[src/rtl/hall_sensor_decoder.sv]
// hall_sensor_decoder
// Synchronizes and glitch-filters three raw Hall inputs, then decodes the
// commutation sector, rotation direction and inter-edge period. Illegal codes,
// skipped sectors and stalls are flagged.
// Optional feature macro: HALL_DEC_ERROR_COUNT_EN builds the 8-bit saturating
// error counter; without it error_count is tied to zero.
module hall_sensor_decoder #(
  parameter int SYNC_STAGES = 2,
  parameter int PERIOD_W    = 32
) (
  input  logic                clk,
  input  logic                reset,
  input  logic                enable,
  input  logic [2:0]          hall_in,
  input  logic [15:0]         glitch_cycles,
  input  logic [PERIOD_W-1:0] stall_timeout,
  output logic [2:0]          sector,
  output logic                hall_valid,
  output logic                direction,
  output logic                dir_valid,
  output logic                edge_strobe,
  output logic [PERIOD_W-1:0] period,
  output logic                period_valid,
  output logic                stalled,
  output logic                hall_error,
  output logic [7:0]          error_count
);

  localparam logic [PERIOD_W-1:0] P_ONE = {{(PERIOD_W-1){1'b0}}, 1'b1};
  localparam logic [PERIOD_W-1:0] P_MAX = {PERIOD_W{1'b1}};
  localparam logic [2:0]          SEC_INVALID = 3'd7;

  // Forward order 011,010,110,100,101,001 maps to sectors 0..5.
  function automatic logic [2:0] code_to_sector(input logic [2:0] code);
    case (code)
      3'b011:  code_to_sector = 3'd0;
      3'b010:  code_to_sector = 3'd1;
      3'b110:  code_to_sector = 3'd2;
      3'b100:  code_to_sector = 3'd3;
      3'b101:  code_to_sector = 3'd4;
      3'b001:  code_to_sector = 3'd5;
      default: code_to_sector = SEC_INVALID;
    endcase
  endfunction

  logic [3*SYNC_STAGES-1:0] sync_q, sync_d;
  logic [2:0]               sync_code;
  logic [2:0]               cand_q, cand_d;
  logic [15:0]              gcnt_q, gcnt_d;
  logic [2:0]               acc_q, acc_d;
  logic [PERIOD_W-1:0]      pcnt_q, pcnt_d, pcnt_inc;
  logic                     ref_q, ref_d;
  logic [2:0]               sector_q, sector_d;
  logic                     hall_valid_q, hall_valid_d;
  logic                     direction_q, direction_d;
  logic                     dir_valid_q, dir_valid_d;
  logic                     edge_strobe_q, edge_strobe_d;
  logic [PERIOD_W-1:0]      period_q, period_d;
  logic                     period_valid_q, period_valid_d;
  logic                     stalled_q, stalled_d;
  logic                     hall_error_q, hall_error_d;
  logic                     accept;
  logic [2:0]               new_sec, old_sec;
  logic [3:0]               dsum, diff;

  // Shift raw inputs through the synchronizer; oldest stage is the usable code.
  always_comb begin
    sync_d    = {sync_q[3*SYNC_STAGES-4:0], hall_in};
    sync_code = sync_q[3*SYNC_STAGES-1 -: 3];
  end

  // Filter, acceptance, sector/direction decode, period and stall tracking.
  always_comb begin
    cand_d         = cand_q;
    gcnt_d         = gcnt_q;
    acc_d          = acc_q;
    pcnt_d         = pcnt_q;
    ref_d          = ref_q;
    sector_d       = sector_q;
    hall_valid_d   = hall_valid_q;
    direction_d    = direction_q;
    dir_valid_d    = dir_valid_q;
    edge_strobe_d  = 1'b0;
    period_d       = period_q;
    period_valid_d = period_valid_q;
    stalled_d      = stalled_q;
    hall_error_d   = 1'b0;

    new_sec  = code_to_sector(cand_q);
    old_sec  = code_to_sector(acc_q);
    dsum     = {1'b0, new_sec} + 4'd6 - {1'b0, old_sec};
    diff     = (dsum >= 4'd6) ? (dsum - 4'd6) : dsum;
    pcnt_inc = (pcnt_q == P_MAX) ? pcnt_q : (pcnt_q + P_ONE);
    accept   = enable && (cand_q != acc_q) && (gcnt_q >= glitch_cycles);

    if (enable) begin
      if (sync_code != cand_q) begin
        cand_d = sync_code;
        gcnt_d = 16'd0;
      end else if (gcnt_q != 16'hFFFF) begin
        gcnt_d = gcnt_q + 16'd1;
      end
    end

    if (!enable) begin
      pcnt_d         = '0;
      stalled_d      = 1'b0;
      dir_valid_d    = 1'b0;
      period_valid_d = 1'b0;
      ref_d          = 1'b0;
    end else if (accept) begin
      // An accept always restarts the measurement and overrides a stall.
      acc_d     = cand_q;
      pcnt_d    = '0;
      stalled_d = 1'b0;
      if (new_sec == SEC_INVALID) begin
        sector_d       = SEC_INVALID;
        hall_valid_d   = 1'b0;
        dir_valid_d    = 1'b0;
        period_valid_d = 1'b0;
        hall_error_d   = 1'b1;
        ref_d          = 1'b0;
      end else if (old_sec == SEC_INVALID) begin
        sector_d     = new_sec;
        hall_valid_d = 1'b1;
        ref_d        = 1'b1;
      end else begin
        sector_d     = new_sec;
        hall_valid_d = 1'b1;
        if ((diff == 4'd1) || (diff == 4'd5)) begin
          direction_d   = (diff == 4'd5);
          dir_valid_d   = 1'b1;
          edge_strobe_d = 1'b1;
          if (ref_q && !stalled_q) begin
            period_d       = pcnt_inc;
            period_valid_d = 1'b1;
          end
          ref_d = 1'b1;
        end else begin
          hall_error_d   = 1'b1;
          dir_valid_d    = 1'b0;
          period_valid_d = 1'b0;
          ref_d          = 1'b0;
        end
      end
    end else begin
      pcnt_d = pcnt_inc;
      if ((stall_timeout != '0) && (pcnt_inc >= stall_timeout)) begin
        stalled_d      = 1'b1;
        period_valid_d = 1'b0;
        dir_valid_d    = 1'b0;
        ref_d          = 1'b0;
      end
    end
  end

  // State and output registers.
  always_ff @(posedge clk or posedge reset) begin
    if (reset) begin
      sync_q         <= '0;
      cand_q         <= 3'b000;
      gcnt_q         <= 16'd0;
      acc_q          <= 3'b000;
      pcnt_q         <= '0;
      ref_q          <= 1'b0;
      sector_q       <= SEC_INVALID;
      hall_valid_q   <= 1'b0;
      direction_q    <= 1'b0;
      dir_valid_q    <= 1'b0;
      edge_strobe_q  <= 1'b0;
      period_q       <= '0;
      period_valid_q <= 1'b0;
      stalled_q      <= 1'b0;
      hall_error_q   <= 1'b0;
    end else begin
      sync_q         <= sync_d;
      cand_q         <= cand_d;
      gcnt_q         <= gcnt_d;
      acc_q          <= acc_d;
      pcnt_q         <= pcnt_d;
      ref_q          <= ref_d;
      sector_q       <= sector_d;
      hall_valid_q   <= hall_valid_d;
      direction_q    <= direction_d;
      dir_valid_q    <= dir_valid_d;
      edge_strobe_q  <= edge_strobe_d;
      period_q       <= period_d;
      period_valid_q <= period_valid_d;
      stalled_q      <= stalled_d;
      hall_error_q   <= hall_error_d;
    end
  end

`ifdef HALL_DEC_ERROR_COUNT_EN
  logic [7:0] err_cnt_q, err_cnt_d;

  // Saturating count of error pulses.
  always_comb begin
    err_cnt_d = err_cnt_q;
    if (hall_error_d && (err_cnt_q != 8'hFF)) err_cnt_d = err_cnt_q + 8'd1;
  end

  // Error counter register.
  always_ff @(posedge clk or posedge reset) begin
    if (reset) err_cnt_q <= 8'd0;
    else       err_cnt_q <= err_cnt_d;
  end

  assign error_count = err_cnt_q;
`else
  assign error_count = 8'd0;
`endif

  assign sector       = sector_q;
  assign hall_valid   = hall_valid_q;
  assign direction    = direction_q;
  assign dir_valid    = dir_valid_q;
  assign edge_strobe  = edge_strobe_q;
  assign period       = period_q;
  assign period_valid = period_valid_q;
  assign stalled      = stalled_q;
  assign hall_error   = hall_error_q;

endmodule
[config.mk]
export PLATFORM = sky130hd
export DESIGN_NAME = hall_sensor_decoder
export DESIGN_NICKNAME = d
export VERILOG_FILES = /design/src/rtl/hall_sensor_decoder.sv
export SDC_FILE = /design/constraint.sdc
export NUM_CORES = 1
export LEC_CHECK = 0
export BUFFER_PORTS_ARGS = -buffer_cell sky130_fd_sc_hd__buf_2
export CAP_MARGIN = 25
export CORE_MARGIN = 4
export CORE_UTILIZATION = 55
export CTS_BUF_LIST = sky130_fd_sc_hd__clkbuf_8 sky130_fd_sc_hd__clkbuf_16
export DETAILED_ROUTE_END_ITERATION = 16
export HOLD_SLACK_MARGIN = 0.1
export PLACE_DENSITY = 0.75
export SKIP_LAST_GASP = 1
export SYNTH_ARGS = -nofsm -noshare
export SYNTH_HDL_FRONTEND = slang
export SYNTH_SLANG_ARGS = --single-unit
[constraint.sdc]
create_clock -name clk -period 4.2 [get_ports clk]
set_input_delay 0.63 -clock clk [delete_from_list [all_inputs] [get_ports clk]]
set_output_delay 0.63 -clock clk [all_outputs]
set_load 0.02 [all_outputs]
After elaboration in Yosys (flattened, before gate mapping)
Cells that the tools add are included.
- bits in writable memories: 0
- memory bits (read-only): 0
- latch bits: 0
- flip-flop bits (word level): 103
- memories: 0
- div/mod/pow operators: 0
- equality and inequality tests: 23
- shift operators: 0
- $lt $le $gt $ge: 3
- mux-type cells: 38
- $mul: 0
- $add $sub $neg: 5
- bitwise gates (word level): 2
- reduce and logical (&&, ||, !) cells: 15
- operators with widths (kind ; number):
    $mux 32 ; 3
    $pmux 3 s6 ; 2
    $add 32x1->32 const B ; 1
    $eq 32x32->1 const B ; 1
    $ge 32x32->1 ; 1
    $mux 16 ; 2
    $reduce_bool 32->1 ; 1
    $mux 1 ; 29
    $eq 3x3->1 const B ; 8
    $add 16x1->16 const B ; 1
    $ge 16x16->1 ; 1
    $ne 16x16->1 const B ; 1
    $eq 3x2->1 const B ; 4
    $reduce_and 2->1 ; 4
    $eq 3x1->1 const B ; 2
    $ne 3x3->1 ; 2
    $reduce_and 6->1 ; 1
    $ne 5x4->1 const B ; 1
    $reduce_and 5->1 ; 1
    $add 3x3->4 const B ; 1
    $eq 4x1->1 const B ; 1
    $eq 4x3->1 const B ; 1
    $ge 4x3->1 const B ; 1
    $logic_and 1x1->1 ; 4
    other kinds (11) ; 12

Longest topological paths before layout
Gate-level depths: netlist of the first run.
- word-level depth: 13
- mapped depth: 16
- gate-level depth less buffers: 14

Least setup slack after synthesis of the first run
No wires, ideal clock.
- path kind: register to register
- from: reg acc_q[2]
- to: reg period_q[11], in the netlist period[11]
- arrival time: 3.366 ns
- path buffers: 1
- data required time: 4.075 ns
- stages on the path, launching flop included: 15
- slack: 0.709 ns
- library setup time: 0.125 ns
- cells stage by stage: dfrtp_1 and2b_1 nor2_1 ha_1 inv_1 ha_1 fa_1 ha_1 nand2b_1 mux2i_1 nand3b_1 nor4_1 nor3b_4 buf_6 mux2_2
- longest elaborated chain between the ends: 8
- elaborated cells between the ends (all ways): 20
- those cells by class: add/sub (2); order compare (1); eq/ne (10); mux (2); bitwise (1); reduce/logical (4)
- RTL lines (element ; RTL line ; RTL):
    from (decl) ; 50 ; logic [2:0] acc_q, acc_d;
    from (signal assigned) ; 163 ; acc_q <= 3'b000;
    from (signal assigned) ; 179 ; acc_q <= acc_d;
    $eq 3x1->1, or another cell as far along ; 35 ; case (code)
    $pmux 3 s6 ; 35 ;
    $sub 4x3->4 ; 91 ; dsum = {1'b0, new_sec} + 4'd6 - {1'b0, old_sec};
    $sub 4x3->4 / $ge 4x3->1 (equally long branches) ; 92 ; diff = (dsum >= 4'd6) ? (dsum - 4'd6) : dsum;
    $mux 4 ; 92 ;
    $eq 4x1->1 / $eq 4x3->1 (equally long branches) ; 130 ; if ((diff == 4'd1) || (diff == 4'd5)) begin
    $logic_or 1x1->1 ; 130 ;
    $reduce_and 6->1 (no line) * ; -- ;
    to (signal assigned) ; 187 ; period_q <= period_d;
    to (decl) ; 58 ; logic [PERIOD_W-1:0] period_q, period_d;
Mark *: on every way between the ends. The rest lies on a longest branch, timed or not.
A chain may end at the register's enable or synchronous reset.

Final worst setup path of the first run
- from: reg pcnt_q[0]
- to: reg period_valid_q, in the netlist period_valid
- longest elaborated chain between the ends: 6
- elaborated cells between the ends (all ways): 7
- those cells by class: add/sub (1); order compare (1); eq/ne (2); mux (1); reduce/logical (2)
- RTL lines (element ; RTL line ; RTL):
    from (decl) ; 51 ; logic [PERIOD_W-1:0] pcnt_q, pcnt_d, pcnt_inc;
    from (signal assigned) ; 180 ; pcnt_q <= pcnt_d;
    $add 32x1->32 / $eq 32x32->1 (equally long branches) ; 93 ; pcnt_inc = (pcnt_q == P_MAX) ? pcnt_q : (pcnt_q + P_ONE);
    $mux 32 * ; 93 ;
    net pcnt_inc[5] ; 51 ;
    $ge 32x32->1 * ; 148 ; if ((stall_timeout != '0) && (pcnt_inc >= stall_timeout)) begin
    $logic_and 1x1->1 * ; 148 ;
    $ne 3x1->1 (no line) * ; -- ;
    $reduce_and 3->1 (no line) * ; -- ;
    to (signal assigned) ; 188 ; period_valid_q <= period_valid_d;
    to (decl) ; 59 ; logic period_valid_q, period_valid_d;
Mark *: on every way through the listed nets, which the timed path passes. The rest lies on a longest branch.

==> metrics.md, run 1 <==
| Metric | Value |
|---|---|
| Horiz. Die Dim | `116 um` |
| Worst-path fanout max | `7` |
| Peak supply drop | `around 0.19 mV` |
| Post-synthesis area per instance | `9.70 um^2` |
| Clk pin slew, worst setup/hold paths | `70 ps` |
| Grt ovf | `0` |
| Clk_lat worst skew | `~340 ps` |
| Worst setup startpoint | `pcnt_q[0]` |
| Relative slew slack | `43.1%` |
| Post-synth EDFFs | `0` |
| Non-Filler Instances | `between 900 and 1k` |
| Height of the chip | `116 um` |
| Xor and xnor area share after synthesis | `6.40%` |
| FF-to-FF End | `period_valid` |
| Setup violators final | `0` |
| Yosys reg bits | `103` |
| Vias per inst | `5.57` |
| Internal power contribution | `1.59 mW` |
| Initial antenna violation count | `0` |
| Share of layout cells above drive strength 1 | `21.1%` |
| Top cells by area, synth | `dfrtp_1 (39%), ha_1 (11%), inv_1 (5.8%), xnor2_1 (4.4%), mux2_2 (3.2%)` |
| Cells on worst reg2reg path | `15` |
| Reg2reg setup slack | `about 190 ps` |
| Die area | `13,500 um^2` |
| Ys Warns | `0` |
| Core Area | `11,400 um^2` |
| Final wirelength | `14,200 um` |
| Largest net degree at the start of global routing | `85` |
| CP Capture Point | `period_valid` |
| Inserted Diodes | `0` |
| DP HPWL | `11,000 um` |
| Worst Setup Start Kind | `flip-flop` |
| CTS Buf Count | `9` |
| Cts hold-fix bufs | `0` |
| Mapped Cells | `663` |
| Synth cell types | `63` |
| Critical path arrival | `4230 ps` |
| Worst Setup Path Type | `reg -> reg` |
| Max Clk Rate | `0.250 GHz` |
| Final hold vios | `0` |
| First-pass GRT wire length | `24,100 um` |
| Synth Area in Adders | `11.0%` |
| Total track usage | `22.5%` |
| Critical Path RT | `about 4400 ps` |
| Top_reg_cell synth | `dfrtp_1` |
| Tmin final | `4010 ps` |
| CTS max path bufs | `2` |
| Clock root buffer | `clkbuf_16` |
| Most frequent cells in the layout | `inv_1 (100), dfrtp_1 (100), buf_2 (95), ha_1 (55), nor2_1 (48)` |
| Switching power | `a little over 0.5 mW` |
| Sw frac | `24.4%` |
| Vias | `about 5.1k` |
| Tightest Pin Transition | `~850 ps` |
| Final antenna-violating net count | `0` |
| Largest family of logic cells by synthesized area | `simple AND/OR/NAND/NOR gates` |
| Sink Count | `103` |
| Router iterations before antenna repair | `7` |
| Post-synthesis mux area share | `6.16%` |
| Vias in the first global route | `5,132` |
| CTS tree | `done` |
| Cell taking the most area after synthesis | `dfrtp_1` |
| Initial Util | `a little under three fifths` |
| RR Startpoint | `pcnt_q[0]` |
| Layout Nets | `871` |
| Leakage Power | `3.89 nW` |
| Clock share of power | `40.7%` |
| IO Count | `104` |
| 1st-iter DRT viols | `between 200 and 300` |
| Crit end category | `flip-flop` |
| Max-cap violations | `0` |
| Seq/Total Area, Yosys | `40.1%` |
| # fillers | `907` |
| Synthesized cell area | `6430 um^2` |
| Core Rows | `39` |
| Post-Synth Simple-Gate Area | `~19%` |
| Post-synth ARST share | `100%` |
| Post-synthesis compound-gate area fraction | `9.22%` |
| Port bufs | `95` |
| DRC | `0` |
| Worst min path class | `in -> async` |
| Power per standard cell area | `284 nW/um^2` |
| Status | `completed` |
| WL/cell | `15.6 um` |
| Logic pwr share | `around 11%` |
| Placed instance count | `between 800 and 900` |
| Final Skew | `5.51 ps` |
| Synth top area share | `roughly two fifths` |
| H-Tree Depth | `3` |
| Seq pwr share | `about 48%` |
| Ratio of final minimum period to clock period | `95.4%` |
| Fin. max-slew vios | `0` |
| Gpl congestion | `roughly 0.86` |
| Area delta synth->final | `14.8%` |
| Final core utilization | `64.7%` |
==> state kept, by name (all words and copies together), names as in the netlist, 3 cells and up <==
signal,count
pcnt_q,32
period,32
gcnt_q,16
sync_q,6
acc_q,3
cand_q,3
sector,3
==> per-layer routing <==
| layer | vias up | part of all wire [%] | global-route usage [%] |
|---|---|---|---|
| met3 | 16 | 5.1 | 3.83 |
| met1 | 2431 | 47 | 31.1 |
| met4 | 0 | 1.5 | 6.81 |
| li1 | 2482 | - | - |
| met5 | - | 0 | 0 |
| met2 | 138 | 47 | 36.6 |
==> synth_stat cells (all sizes together) (2+ instances only) <==
library cell,count
a211o,2
or2,3
a21boi,2
buf,20
nor2,48
o41ai,2
mux2,21
a221oi,3
o211ai,2
and2b,2
o21ai,31
ha,55
and4,11
a31oi,2
o32ai,2
nor3b,3
nand2,20
a21o,4
dfrtp,100
or3,6
dfstp,3
and3,4
clkbuf,4
and2,2
o311ai,3
nand2b,7
nor3,15
nor4,17
or4,2
nand4,28
inv,100
nand3,20
xnor2,32
a2111oi,2
mux2i,16
a21oi,23
nand3b,3
nor2b,16
xor2,15
==> how the worst min path moves through the flow <==
stage	startpoint	to	cells past startpoint	slack, ps
3_5_place_dp	sync_q[1]	sync_q[4]	0	340
4_1_cts	sync_q[1]	sync_q[4]	0	360
2_1_floorplan	sync_q[0]	sync_q[3]	0	330
3_3_place_gp	sync_q[2]	sync_q[5]	0	330
6_report	reset	period[30]	2	230
5_1_grt	reset	period[30]	2	250
==> power by group through the flow <==
stage	logic [mW]	clock network, mW	registers (mW)
CTS	0.225	0.871	1.02
global placement	0.211	0	1.03
finish	0.228	0.854	1.02
detailed placement	0.223	0	1.03
floorplan	0.163	0	1.03
global route	0.262	0.916	1.02
==> through the flow <==
step / total power, mW / hold WS, ps / instance area (um^2) / setup TNS [ps] / worst slack, ps
after floorplan: 1.19 / 331 / 6460 / 0 / 709
after global placement: 1.24 / 332 / 7010 / 0 / 449
after detailed placement: 1.26 / 340 / 7010 / 0 / 132
after CTS: 2.11 / 356 / 7320 / 0 / 90.3
after global routing: 2.19 / 248 / 7390 / -38.6 / -23.3
final: 2.10 / 231 / 7390 / 0 / 193
==> critical path, cell delays in order, from the launching register on <==
cell       delay (ps)
dfrtp_1           440
ha_1              240
nand4_1           160
nor4_4            440
buf_4             190
nand4_4           170
nand4_1           160
xor2_1            280
inv_1             100
ha_1              310
a211o_1           270
o211ai_1           80
o311ai_1          150
a2111oi_2         420
o21ai_2           150
o311ai_0          320
==> logic make-up (layout without fill, tap and decap cells) <==
group / Yosys count / count (layout)
compound gates: 86 / 86
xor+xnor: 47 / 47
fa+ha+maj: 56 / 56
buf+inv: 124 / 220
flops: 103 / 103
mux: 37 / 37
other cells: 1 / 8
simple gates: 209 / 209
==> final cells by class <==
class                           instances  area, um^2  area share, %
Clock buffer                           11         253           3.42
Inverter                              100         378           5.12
Clock inverter                          5        57.6          0.779
Timing Repair Buffer                  104         576           7.79
Multi-Input combinational cell        443        3360           45.5
Sequential cell                       103        2580           34.9
Tap cell                              143         179           2.42
==> timing repair <==
action                                  CTS  global route
endpoints found under the setup margin    0             4
resized for setup                         0             8
buffers inserted                          0             1
No activity file was read; power rests on OpenSTA's default activity.
==> run 2: changes to the inputs <==
ABC_AREA = 1   (was unset)
==> run 2 against run 1 <==
- setup slack improved by 560 ps
- total power is 2.0% higher
- flip-flop and latch count stayed put
- sequential power hardly changed
- register-to-register slack gained 560 ps
- clock power rose by 2.8%
- count of clock-buffer cells in the layout shrank 2
- hold slack improved by 120 ps
==> metrics.md, run 2 <==
| Metric | Value |
|---|---|
| Post-synthesis compound-gate area fraction | `8.95% (was 9.22%)` |
| # fillers | `1,016 (was 907)` |
| 1st-iter DRT viols | `432 (was 265)` |
| Port bufs | `95 (unchanged)` |
| Sink Count | `103 (unchanged)` |
| Worst min path class | `in -> async (unchanged)` |
| Max-cap violations | `0 (unchanged)` |
| Cts hold-fix bufs | `0 (unchanged)` |
| Post-synthesis mux area share | `0% (was 6.16%)` |
| Leakage Power | `4.18 nW (was 3.89 nW)` |
| Post-synthesis area per instance | `7.54 um^2 (was 9.70 um^2)` |
| Die area | `13,900 um^2 (was 13,500 um^2)` |
| First-pass GRT wire length | `27,000 um (was 24,100 um)` |
| Synth cell types | `37 (was 63)` |
| Top cells by area, synth | `dfrtp_1 (38%), nand2_1 (15%), ha_1 (10%), inv_1 (6.6%), nor2_1 (4.4%) (was dfrtp_1 (39%), ha_1 (11%), inv_1 (5.8%), xnor2_1 (4.4%), mux2_2 (3.2%))` |
| Multi-input logic area | `3480 um^2 (was 3360 um^2)` |
| Setup violators final | `0 (unchanged)` |
| Clk pin slew, worst setup/hold paths | `70 ps (about the same)` |
| DRC | `0 (unchanged)` |
| Post-Synth Simple-Gate Area | `26.7% (was 18.6%)` |
| Post-synth ARST share | `100% (unchanged)` |
| Core Area | `11,600 um^2 (was 11,400 um^2)` |
| Largest family of logic cells by synthesized area | `simple AND/OR/NAND/NOR gates (unchanged)` |
| Clk_lat worst skew | `350 ps (was 340 ps)` |
| Grt ovf | `0 (unchanged)` |
| Synth top area share | `37.7% (was 38.9%)` |
| RSZ-0062 raised after global routing | `false` |
| Area delta synth->final | `13.2% (was 14.8%)` |
| Post-synth EDFFs | `0 (unchanged)` |
| Fin. max-slew vios | `0 (unchanged)` |
| Status | `completed (unchanged)` |
| Cell repeated most along the worst path | `inv_1` |
| Max Clk Rate | `0.290 GHz (was 0.250 GHz)` |
| Post-layout total power | `2.14 mW (was 2.10 mW)` |
| Power per standard cell area | `285 nW/um^2 (was 284 nW/um^2)` |
| Synth Area in Adders | `10.7% (was 11.0%)` |
| Crit end category | `flip-flop (unchanged)` |
| Relative slew slack | `51.5% (was 43.1%)` |
| Hold slack final | `348 ps (was 231 ps)` |
| CTS resizes | `0 (unchanged)` |
| DP HPWL | `12,500 um (was 11,000 um)` |
| Most used routing layer | `met2 (unchanged)` |
| Peak supply drop | `0.241 mV (was 0.187 mV)` |
| CP cell instances | `inv_1 > nor2_1 > inv_1 > nand2_1 > inv_1 > ha_1 > inv_1 > ha_1 > fa_1 > ha_1 > o21ai_0 > nand3b_1 > nor2_2 > nand4_4 > nor2_4 > buf_4 > nand2_1 > nand2_1 (was ha_1 > nand4_1 > nor4_4 > buf_4 > nand4_4 > nand4_1 > xor2_1 > inv_1 > ha_1 > a211o_1 > o211ai_1 > o311ai_1 > a2111oi_2 > o21ai_2 > o311ai_0)` |
| Crit-path slowest cell | `fa_1 (was dfrtp_1)` |
| Layout Nets | `1,084 (was 871)` |
| Horiz. Die Dim | `118 um (was 116 um)` |
| Gpl congestion | `0.942 (was 0.864)` |
| Most frequent cells in the layout | `nand2_1 (272), inv_1 (115), dfrtp_1 (100), buf_2 (95), nor2_1 (78) (was inv_1 (100), dfrtp_1 (100), buf_2 (95), ha_1 (55), nor2_1 (48))` |
| Final antenna-violating net count | `0 (unchanged)` |
| Mapped Cells | `881 (was 663)` |
| Met2 usage | `35.5% (was 36.6%)` |
| Most numerous cell in the Yosys netlist | `nand2_1` |
| WP buf/inv | `5 (was 2)` |
| Height of the chip | `118 um (was 116 um)` |
| Initial Util | `57.2% (was 56.3%)` |
| Top_reg_cell synth | `dfrtp_1 (unchanged)` |
| Cell taking the most area after synthesis | `dfrtp_1 (unchanged)` |
| Tightest Pin Transition | `726 ps (was 854 ps)` |
| Initial antenna violation count | `0 (unchanged)` |
| Worst Setup Start Kind | `flip-flop (unchanged)` |
| Met1 Use GR | `35.3% (was 31.1%)` |
| Yosys reg bits | `103 (unchanged)` |
| Final hold vios | `0 (unchanged)` |
| Critical path arrival | `3740 ps (was 4230 ps)` |
| IO Count | `104 (unchanged)` |
| Tmin final | `3450 ps (was 4010 ps)` |
| H-Tree Depth | `3 (unchanged)` |
| Worst Setup Path Type | `reg -> reg (unchanged)` |
| Vias | `5,879 (was 5,067)` |
| CTS max path bufs | `2 (unchanged)` |
| CTS Buf Count | `9 (unchanged)` |
| Core Rows | `39 (unchanged)` |
| Vias in the first global route | `5,597 (was 5,132)` |
| Clock root buffer | `clkbuf_16 (unchanged)` |
| Final core utilization | `64.7% (about the same)` |
| Final Skew | `7.02 ps (was 5.51 ps)` |
| Setup TNS | `0 ps (unchanged)` |
| Met3 usage | `4.04% (was 3.83%)` |
| Xor and xnor area share after synthesis | `5.54% (was 6.40%)` |
| Vias per inst | `5.24 (was 5.57)` |
| Synthesized cell area | `6640 um^2 (was 6430 um^2)` |
| Seq/Total Area, Yosys | `38.9% (was 40.1%)` |
| CP max stage delay | `490 ps (was 440 ps)` |
| Flip-flop and latch area | `2580 um^2 (unchanged)` |
| WL/cell | `14.2 um (was 15.6 um)` |
| Final wirelength | `15,900 um (was 14,200 um)` |
| CTS tree | `done (unchanged)` |
| Most common cell after layout, fill and taps aside | `nand2_1` |
| Post-CTS Setup Bufs | `0 (unchanged)` |
| Worst-path fanout max | `27 (was 7)` |
| Largest net degree at the start of global routing | `49 (was 85)` |
| CP top delay family | `adder cells (was compound AO/OA/AOI/OAI gates)` |
| Ys Warns | `0 (unchanged)` |
| Share of layout cells above drive strength 1 | `13.8% (was 21.1%)` |
| Critical Path RT | `4490 ps (was 4420 ps)` |
| Top cells by count, synth | `nand2_1 (272), inv_1 (116), dfrtp_1 (100) (was dfrtp_1 (100), inv_1 (100), ha_1 (55))` |
| Total track usage | `23.7% (was 22.5%)` |
| Router iterations before antenna repair | `7 (unchanged)` |
| Inserted Diodes | `0 (unchanged)` |
| Ratio of final minimum period to clock period | `82.1% (was 95.4%)` |
## run 2: cell types whose count changed in the layout (fill, tap and decap cells not counted), sizes merged, moves of 16 or more
| cell | change |
|---|---|
| nand2 | +252 |
| a21oi | +28 |
| mux2 | -21 |
| nor2 | +32 |
| nor2b | -16 |
| mux2i | -16 |
| inv | +23 |
## run 2: final timing paths
check | slack (ps) | endpoint | depth (start not counted) | from
max in group asynchronous | 3000 | cand_q[2] | 3 | reset
hold reg to reg | 350 | sync_q[5] | 0 | sync_q[2]
min in group clk | 350 | sync_q[5] | 0 | sync_q[2]
hold / removal | 350 | period[19] | 2 | reset
setup / recovery | 750 | period[11] | 18 | acc_q[0]
setup reg to reg | 750 | period[11] | 18 | acc_q[0]
## run 2: metal layers
layer  share of wire (%)  vias to the layer above
li1                    -                     3002
met1                  49                     2649
met2                  43                      212
met3                 6.9                       16
met4                 1.2                        0
met5                   0                        -
## run 2: kinds of logic after synthesis
logic type / count (synthesis)
DFF: 103
other: 1
buffers and inverters: 146
and+or+nand+nor: 427
xor gates and xnor gates: 42
AOI/OAI and AO/OA: 106
adders and majority gates: 56
## run 2: report_power, final
part | internal [mW] | total (mW) | leakage, nW | switching [mW]
registers | 1.00 | 1.02 | 1.41 | 0.0120
logic | 0.0882 | 0.246 | 2.62 | 0.158
clock network | 0.475 | 0.878 | 0.153 | 0.403
total | 1.57 | 2.14 | 4.18 | 0.572
## run 2: worst register-to-register path: cells and delay by family, from the launching register on
family | cells | cell delay (ps)
buf+inv | 5 | 560
compound gates | 1 | 170
fa+ha+maj | 4 | 1170
simple gates | 8 | 1070
flops | 1 | 420
## run 2: per-stage QoR
step | cell area, um^2 | setup slack (ps) | cells
2_1_floorplan | 6670 | 871 | 888
3_3_place_gp | 7210 | 835 | 1106
4_1_cts | 7520 | 768 | 1122
5_1_grt | 7520 | 470 | 1122
3_5_place_dp | 7210 | 784 | 1106
6_report | 7520 | 752 | 1122
## run 2: layout make-up
cell class	instances	area share, %
multi-input cells	639	46.2
clock inverters	7	1.13
well taps	143	2.38
flip-flops and latches	103	34.3
clock buffers	9	3.00
repair buffers	101	6.92
inverters	120	6.02
==> run 3: changes to the inputs <==
clock period = 3.6 ns   (was 4.2 ns; I/O delays follow)
==> run 3 against run 2 <==
- setup slack got worse by 430 ps
- combinational power rose by 18%
- clock skew rose by 1.4 ps
- routed wire length fell by 0.79%
- final cell count rose by 0.45%
==> metrics.md, run 3 (same netlist as run 2, synthesis figures left out) <==
| Metric | Value |
|---|---|
| Leakage Power | `4.22 nW (was 4.18 nW)` |
| Peak supply drop | `0.218 mV (was 0.241 mV)` |
| Most frequent cells in the layout | `nand2_1 (271), inv_1 (115), dfrtp_1 (99), buf_2 (95), nor2_1 (76) (was nand2_1 (272), inv_1 (115), dfrtp_1 (100), buf_2 (95), nor2_1 (78))` |
| Sink Count | `103 (unchanged)` |
| Tightest Pin Transition | `583 ps (was 726 ps)` |
| # fillers | `1,033 (was 1,016)` |
| Placed instance count | `1,110 (was 1,106)` |
| Crit end category | `flip-flop (unchanged)` |
| Initial Util | `57.2% (unchanged)` |
| Power per standard cell area | `321 nW/um^2 (was 285 nW/um^2)` |
| CTS tree | `done (unchanged)` |
| Largest net degree at the start of global routing | `73 (was 49)` |
| Clk pin slew, worst setup/hold paths | `70 ps (about the same)` |
| Post-CTS Setup Bufs | `0 (unchanged)` |
| Setup WS post-layout | `322 ps (was 752 ps)` |
| WL/cell | `14.0 um (was 14.2 um)` |
| Final Skew | `8.41 ps (was 7.02 ps)` |
| Grt ovf | `0 (unchanged)` |
| Core Area | `11,600 um^2 (unchanged)` |
| Pre-CTS setup slack | `195 ps (was 784 ps)` |
| Gpl congestion | `0.962 (was 0.942)` |
| Non-Filler Instances | `1,127 (was 1,122)` |
| Vias | `5,838 (was 5,879)` |
| Inserted Diodes | `0 (unchanged)` |
| Port bufs | `95 (unchanged)` |
| Worst min path class | `in -> reg (was in -> async)` |
| Layout Nets | `1,089 (was 1,084)` |
| CTS Buf Count | `9 (unchanged)` |
| Final wirelength | `15,800 um (was 15,900 um)` |
| Final hold vios | `0 (unchanged)` |
| Initial antenna violation count | `0 (unchanged)` |
| Total track usage | `23.4% (was 23.7%)` |
| Setup violators final | `0 (unchanged)` |
| Die area | `13,900 um^2 (unchanged)` |
| CTS max path bufs | `2 (unchanged)` |
| Fin. max-slew vios | `0 (unchanged)` |
| Router iterations before antenna repair | `4 (was 7)` |
| H-Tree Depth | `3 (unchanged)` |
| Critical path arrival | `3570 ps (was 3740 ps)` |
| Post-layout total power | `2.44 mW (was 2.14 mW)` |
| Share of layout cells above drive strength 1 | `14.5% (was 13.8%)` |
| Clk_lat worst skew | `360 ps (was 350 ps)` |
| IO Count | `104 (unchanged)` |
| Max-cap violations | `0 (unchanged)` |
| Most common cell after layout, fill and taps aside | `nand2_1 (unchanged)` |
| Critical Path RT | `3890 ps (was 4490 ps)` |
| Max Clk Rate | `0.305 GHz (was 0.290 GHz)` |
| Worst Setup Path Type | `reg -> reg (unchanged)` |
| Ratio of final minimum period to clock period | `91.1% (was 82.1%)` |
| DRC | `0 (unchanged)` |
| Height of the chip | `118 um (unchanged)` |
| Tmin final | `3280 ps (was 3450 ps)` |
| Area delta synth->final | `14.6% (was 13.2%)` |
| Worst Setup Start Kind | `flip-flop (unchanged)` |
| DP HPWL | `12,300 um (was 12,500 um)` |
| Status | `completed (unchanged)` |
| Clock root buffer | `clkbuf_16 (unchanged)` |
| Flip-flop and latch area | `2580 um^2 (about the same)` |
| Vias in the first global route | `5,494 (was 5,597)` |
| 1st-iter DRT viols | `407 (was 432)` |
| Worst-path fanout max | `27 (unchanged)` |
| Vias per inst | `5.18 (was 5.24)` |
| Horiz. Die Dim | `118 um (unchanged)` |
| First-pass GRT wire length | `26,400 um (was 27,000 um)` |
| Final core utilization | `65.5% (was 64.7%)` |
| Final antenna-violating net count | `0 (unchanged)` |
| Relative slew slack | `60.8% (was 51.5%)` |
| Core Rows | `39 (unchanged)` |
| Multi-input logic area | `3490 um^2 (was 3480 um^2)` |
[run 3: path summary, 6_finish.rpt]
kind                                 start  slack (ps)  cells after the start          to
worst max-delay path             cand_q[1]         320                     17  period[11]
worst min-delay path            hall_in[0]         290                      1   sync_q[0]
worst max register to register   cand_q[1]         320                     17  period[11]
worst min register to register   sync_q[0]         350                      0   sync_q[3]
max in group asynchronous            reset        2230                      5   gcnt_q[9]
min in group asynchronous            reset         660                      3  period[31]
[run 3: repair_timing]
| action | CTS | global route |
|---|---|---|
| setup endpoints to repair | 0 | 36 |
| hold endpoints to repair | 12 | 0 |
| resized for setup | 0 | 12 |
| hold buffers | 1 | 0 |
[run 3: critical path, stage by stage, from the launching register on]
cell,delay [ps]
dfrtp_1,470
inv_1,120
o21ai_0,160
nand2_1,80
inv_1,80
ha_1,140
inv_1,40
ha_1,180
fa_1,490
ha_1,220
o21ai_0,170
nand3b_1,130
nor2_2,160
nand4_4,160
nor2_4,210
buf_12,210
nand2_1,120
nand2_1,80
[run 3: area by class of cell]
cell class | count | share of cell area, %
inverter | 120 | 6.02
sequential | 103 | 33.9
multi-input combinational | 639 | 45.9
clock buffer | 11 | 3.32
clock inverter | 5 | 0.543
tap | 143 | 2.35
timing repair buffer | 106 | 7.96
[run 3: through the flow]
stage | cell area [um^2] | hold WS (ps) | setup TNS, ps
after floorplan | 6670 | 331 | 0
after global placement | 7240 | 332 | 0
after detailed placement | 7270 | 339 | 0
after CTS | 7580 | 277 | 0
after global routing | 7610 | 278 | -7.92
final | 7610 | 289 | 0
[run 3: per-layer routing]
metal / track usage (%) / up-vias / wire length [um]
li1: - / 3000 / -
met3: 5.00 / 19 / 999
met5: 0 / - / 0
met4: 7.47 / 0 / 259
met1: 33.8 / 2640 / 7800
met2: 35.2 / 179 / 6740
[run 3: power breakdown]
part | internal [mW] | switching [mW]
clock | 0.512 | 0.454
sequential | 1.17 | 0.0143
combinational | 0.107 | 0.184
